--- src/rtl/uart_cfg_sequencer.sv ---
// UART bring-up sequencer: owns the UART register port while it disables the UART,
// loads line/FIFO/baud settings, optionally verifies them, and then re-enables it.
module uart_cfg_sequencer #(
  parameter logic [15:0] LCR_INIT  = 16'h0038,
  parameter logic [15:0] FCR_INIT  = 16'h0044,
  parameter logic [15:0] IBRD_INIT = 16'd26,
  parameter logic [15:0] FBRD_INIT = 16'd3,
  parameter logic [15:0] CR_INIT   = 16'h0007,
  parameter bit          VERIFY    = 1'b1
) (
  input  logic        DSP_CLK,
  input  logic        RESET,
  input  logic        START,
  output logic        BUSY,
  output logic        DONE,
  output logic        ERR,
  output logic        DROP,
  input  logic        H_CEn,
  input  logic [4:1]  H_ADDR,
  input  logic [15:0] H_WDATA,
  input  logic        H_WEn,
  output logic [15:0] H_RDATA,
  output logic        U_CEn,
  output logic [4:1]  U_ADDR,
  output logic [15:0] U_WDATA,
  output logic        U_WEn,
  input  logic [15:0] U_RDATA
);

  localparam logic [4:1] ADDR_LCR  = 4'd1;
  localparam logic [4:1] ADDR_FCR  = 4'd2;
  localparam logic [4:1] ADDR_CR   = 4'd3;
  localparam logic [4:1] ADDR_IBRD = 4'd7;
  localparam logic [4:1] ADDR_FBRD = 4'd8;

  typedef enum logic [2:0] {
    S_IDLE, S_DIS, S_WR, S_RD, S_CMP, S_EN, S_FIN
  } state_t;

  state_t      state_q, state_d;
  logic [1:0]  k_q, k_d;
  logic        err_q, err_d;
  logic [4:1]  entry_addr;
  logic [15:0] entry_val;

  always_comb begin
    entry_addr = ADDR_LCR;
    entry_val  = LCR_INIT;
    case (k_q)
      2'd0: begin entry_addr = ADDR_LCR;  entry_val = LCR_INIT;  end
      2'd1: begin entry_addr = ADDR_FCR;  entry_val = FCR_INIT;  end
      2'd2: begin entry_addr = ADDR_IBRD; entry_val = IBRD_INIT; end
      default: begin entry_addr = ADDR_FBRD; entry_val = FBRD_INIT; end
    endcase
  end

  always_ff @(posedge DSP_CLK or posedge RESET) begin
    if (RESET) begin
      state_q <= S_IDLE;
      k_q     <= 2'd0;
      err_q   <= 1'b0;
    end else begin
      state_q <= state_d;
      k_q     <= k_d;
      err_q   <= err_d;
    end
  end

  always_comb begin
    state_d = state_q;
    k_d     = k_q;
    err_d   = err_q;
    U_CEn   = 1'b1;
    U_WEn   = 1'b1;
    U_ADDR  = 4'd0;
    U_WDATA = 16'h0000;
    case (state_q)
      S_IDLE: begin
        // Host passthrough; a START here still lets this cycle's host access through.
        U_CEn   = H_CEn;
        U_WEn   = H_WEn;
        U_ADDR  = H_ADDR;
        U_WDATA = H_WDATA;
        if (START) begin
          state_d = S_DIS;
          k_d     = 2'd0;
          err_d   = 1'b0;
        end
      end
      S_DIS: begin
        U_CEn   = 1'b0;
        U_WEn   = 1'b0;
        U_ADDR  = ADDR_CR;
        U_WDATA = 16'h0000;
        state_d = S_WR;
      end
      S_WR: begin
        U_CEn   = 1'b0;
        U_WEn   = 1'b0;
        U_ADDR  = entry_addr;
        U_WDATA = entry_val;
        if (k_q == 2'd3) begin
          k_d     = 2'd0;
          state_d = VERIFY ? S_RD : S_EN;
        end else begin
          k_d = k_q + 2'd1;
        end
      end
      S_RD: begin
        U_CEn   = 1'b0;
        U_WEn   = 1'b1;
        U_ADDR  = entry_addr;
        state_d = S_CMP;
      end
      S_CMP: begin
        // Read data from the previous RD cycle is registered in the UART block.
        if (U_RDATA != entry_val) begin
          err_d   = 1'b1;
          state_d = S_FIN;
        end else if (k_q == 2'd3) begin
          state_d = S_EN;
        end else begin
          k_d     = k_q + 2'd1;
          state_d = S_RD;
        end
      end
      S_EN: begin
        U_CEn   = 1'b0;
        U_WEn   = 1'b0;
        U_ADDR  = ADDR_CR;
        U_WDATA = CR_INIT;
        state_d = S_FIN;
      end
      S_FIN: begin
        k_d     = 2'd0;
        state_d = S_IDLE;
      end
      default: state_d = S_IDLE;
    endcase
  end

  assign BUSY    = (state_q != S_IDLE);
  assign DONE    = (state_q == S_FIN);
  assign ERR     = err_q;
  assign DROP    = BUSY & ~H_CEn;
  assign H_RDATA = U_RDATA;

endmodule

--- config.mk ---
export PLATFORM = sky130hd
export DESIGN_NAME = uart_cfg_sequencer
export DESIGN_NICKNAME = d
export VERILOG_FILES = /design/src/rtl/uart_cfg_sequencer.sv
export SDC_FILE = /design/constraint.sdc
export NUM_CORES = 1
export LEC_CHECK = 0
export ABC_AREA = 1
export CORE_MARGIN = 8
export CORE_UTILIZATION = 35
export CTS_BUF_LIST = sky130_fd_sc_hd__clkbuf_4
export DETAILED_ROUTE_END_ITERATION = 10
export PLACE_DENSITY = 0.95
export RECOVER_POWER = 100
export SLEW_MARGIN = 20
export SYNTH_ARGS = -nofsm -noshare
export SYNTH_HDL_FRONTEND = slang
export SYNTH_SLANG_ARGS = --single-unit
--- constraint.sdc ---
create_clock -name DSP_CLK -period 3.4 [get_ports DSP_CLK]
set_input_delay 0.68 -clock DSP_CLK [delete_from_list [all_inputs] [get_ports DSP_CLK]]
set_output_delay 0.68 -clock DSP_CLK [all_outputs]
set_load 0.02 [all_outputs]
# == Word-level counts from Yosys, hierarchy flattened ==
# Cells that the tools add are included.
# W data, S select, Z words.
# word_totals
register_bits,6
inputBits,41
wordCells,52
# op_classes
n_addsub,1
eq_ne,15
muxes,19
n_bitwise,2
reduce_logical,12
# ops
operator,n
$pmux W16 S3,1
$pmux W4 S3,2
$pmux W7 S3,1
$pmux W3 S6,1
$ne A16 B16 Y1,1
$mux W3,4
$ne A2 B2 Y1 const B,5
$eq A3 B3 Y1 const B,3
$mux W2,4
$pmux W2 S4,1
$eq A3 B2 Y1 const B,2
$pmux W1 S2,3
$eq A2 B2 Y1 const B,2
$reduce_and A4 Y1,1
$reduce_bool A4 Y1,1
$reduce_or A2 Y1,2
$reduce_or A4 Y1,1
$eq A3 B1 Y1 const B,1
$logic_not A3 Y1,1
$reduce_and A3 Y1,1
$reduce_bool A3 Y1,1
$reduce_or A3 Y1,1
$add A2 B1 Y2 const B,1
$eq A2 B1 Y1 const B,1
6 further kinds,7

# == Logic depth before layout (Yosys ltp) ==
# depth
word_depth,5
mapped_depth,14

# == Least setup slack after synthesis ==
# Ideal clock, no wire load.
# synth_path
path_type,register -> output
startpoint,register state_q[0]
endpoint,output U_WDATA[10]
arrival_time_ns,1.363
slack_ns,1.357
path_stages_with_launch,7
path_buffers,1
cell_sequence,dfrtp_1 -> nor2_2 -> inv_2 -> nor2_4 -> inv_2 -> clkbuf_1 -> nor2_1
# synth_via
elab_chain_cells,2
elab_cells_between_ends,4
cone_classes,eq/ne (2); mux (1); reduce/logical (1)
# synth_rtl
item,line,rtl
from (decl),40,"state_t state_q, state_d;"
from (signal assigned),63,state_q <= state_d;
"$eq A3 B3 Y1, or another cell as far along",77,case (state_q)
$pmux W16 S3 *,77,
to (decl),25,"output logic [15:0] U_WDATA,"
# Every way passes the cells marked *; elsewhere a longest branch is shown, timed or not.

# == Final worst setup path ==
# layout_path
startpoint,register state_q[2]
endpoint,output U_WDATA[0]
# The elaborated chain is that of the path after synthesis.

==> metrics.txt <==
status=complete, no violations; critical-path cell list=inv_1, nand2_1, nor2_1, inv_1, o211ai_1, dlygate4sd3_1; Post-Syn Nets=between 200 and 250; Fmax=about 340 MHz; CP Class=reg2out; GRT Resource Usage Total=0.138; Fill cells=approximately 220; Clock Pin Slew Worst Setup and Hold Paths=approximately 0.040 ns; setup TNS=0 ns; CP endpoint=U_WDATA[0]; crit path time final=2.91 ns; final setup fails=0; critical path depth=6; first-pass GRT wire length=between 5000 and 6000 um; power per cell area=about 660 nW/um^2; die height=67.6 um; Final WS setup=0.491 ns; skew final=just over 0.0009 ns; Worst R2R Setup Slack=roughly 1.4 ns; clock buffer depth=2; worst flop-to-flop path endpoint=k_q[1]; CP Launch Point=state_q[2]; Lkg Pwr=0.875 nW; HPWL Detailed=3000 um; clock latency on the worst-skew pair=0.24 ns; Seq/Total Area, Yosys=0.161; layout net count=about 280; Crit path top cell by count=inv_1; Storage cell area=around 150 um^2; CP max-delay cell=dlygate4sd3_1; Root Buffer=clkbuf_4; worst r2r src=k_q[0]; Die Area=around 4600 um^2; Worst setup SP type=flip-flop; worst hold path class=reg2reg; via density per instance=between 4 and 5; crit end category=output port; most frequent cells in the layout=nand2_1 (52), clkdlybuf4s50_1 (41), dlygate4sd3_1 (41); synthesized cell area=roughly 930 um^2; post-CTS setup buffers=0; Worst EP arrival=approximately 2.2 ns; Max-slew headroom=0.778; synthesis-stage register bit count=6; Placer Congestion=0.847; Required @ worst endpoint=2.72 ns; final antenna-violating net count=0; Slew @ Worst Pin=0.332 ns; CP bufs+invs=3; CTS tree=yes; largest net degree at the start of global routing=15; DR WL/cell=12.8 um; area delta synth->final=79.7%; Synth cell types=22; area occupied by multi-input gates=between 500 and 600 um^2; total number of vias=between 1000 and 1500; grt ovf=0; commonest non-fill, non-tap cell in the layout=nand2_1; Final Cycle Share=0.856; number of max-cap violations=0; max incr delay on CP=about 0.69 ns; layout cell share with drive strength beyond 1=0.0427; RSZ-0062 raised after global routing=no; CTS Hold Buffers Added=0; io pins=slightly above 80; syn_area_per_cell=between 5 and 6 um^2; starting density of the core=0.373; DRC Markers=0; htree depth=1; Reg2Reg Depth=11; pre-CTS setup slack=0.771 ns; Ys Warns=0; Die X=just under 70 um; initial antenna violation count=0; VDD IR-drop max=0.000499 V; FP Rows=18; antenna cells=0; max-slew violation count=0; cts bufs inserted=3; count of final hold-check violations=0; first-pass detailed-route iteration total=4; critical path fanouts, max=6; number of port buffers=a little over 80; total wire length=about 3400 um; Crit path max-delay family=buffers and inverters; Iter 0 DRT Violations=40; core area=2500 um^2; CTS-repair resized insts=0; total clock sinks=6; Mapped Cells=~170; vias in the first global route=about 1100
==> through the flow <==
stage	power (mW)	utilization	instance area (um^2)	hold WS, ns	instances
2_1_floorplan	0.699	-	932	0.471	167
3_3_place_gp	1.10	0.665	1660	0.460	261
3_5_place_dp	1.11	0.665	1660	0.478	261
4_1_cts	1.18	0.674	1690	0.487	264
5_1_grt	1.20	0.670	1680	0.541	264
6_report	1.11	0.670	1680	0.472	264
==> worst min-delay path, stage by stage, from the launching register on <==
cell and delay, ns:
dfrtp_1 0.33, nand2_1 0.05, nand2_1 0.05
==> cell type report <==
type / instances / area share
Multi-Input combinational cell: 109 / 0.308
Tap cell: 30 / 0.0224
Sequential cell: 6 / 0.0896
Timing Repair Buffer: 82 / 0.490
Clock buffer: 3 / 0.0134
Inverter: 34 / 0.0762
==> power breakdown <==
part           switching, mW  total, mW  internal [mW]
logic                  0.539      0.912          0.374
registers             0.0310      0.131          0.100
clock network         0.0235     0.0633         0.0398
total                  0.593       1.11          0.514
==> sequential cells by signal (all words and copies together), names as in the netlist <==
| name | cells |
|---|---|
| state_q | 3 |
| ERR | 1 |
| k_q | 2 |
==> synth_stat cells, drive strengths merged <==
cell type	n	area share
nand2	53	0.22
inv	34	0.14
nor2	25	0.11
buf	17	0.13
nand3	8	0.048
dfrtp	6	0.16
a21oi	4	0.021
ha	4	0.054
o21ai	4	0.021
o211ai	3	0.024
nand4	2	0.013
nor3	2	0.011
o2111ai	2	0.019
a221o	1	0.011
clkbuf	1	0.0040
or2	1	0.0094
==> logic make-up after synthesis <==
kind of cell    synth area share
simple gates               0.415
fa+ha+maj                 0.0537
buf+inv                    0.274
compound gates            0.0966
flops                      0.161
==> metal layers <==
metal  track usage  wire [um]  vias to the layer above  part of all wire
li1              -          -                      632                 -
met5             0          0                        -                 0
met2         0.258       1770                       43              0.52
met1         0.144       1230                      536              0.36
met3        0.0497        346                        4              0.10
met4        0.0313         30                        0            0.0089
==> how the worst min path moves through the flow <==
stage          startpoint  endpoint  slack (ns)  cells past startpoint
4_1_cts               ERR       ERR        0.49                      2
2_1_floorplan       RESET       ERR        0.47                      1
3_3_place_gp          ERR       ERR        0.46                      2
3_5_place_dp          ERR       ERR        0.48                      2
5_1_grt               ERR       ERR        0.54                      2
6_report              ERR       ERR        0.47                      2
No activity file was read; power rests on OpenSTA's default activity.
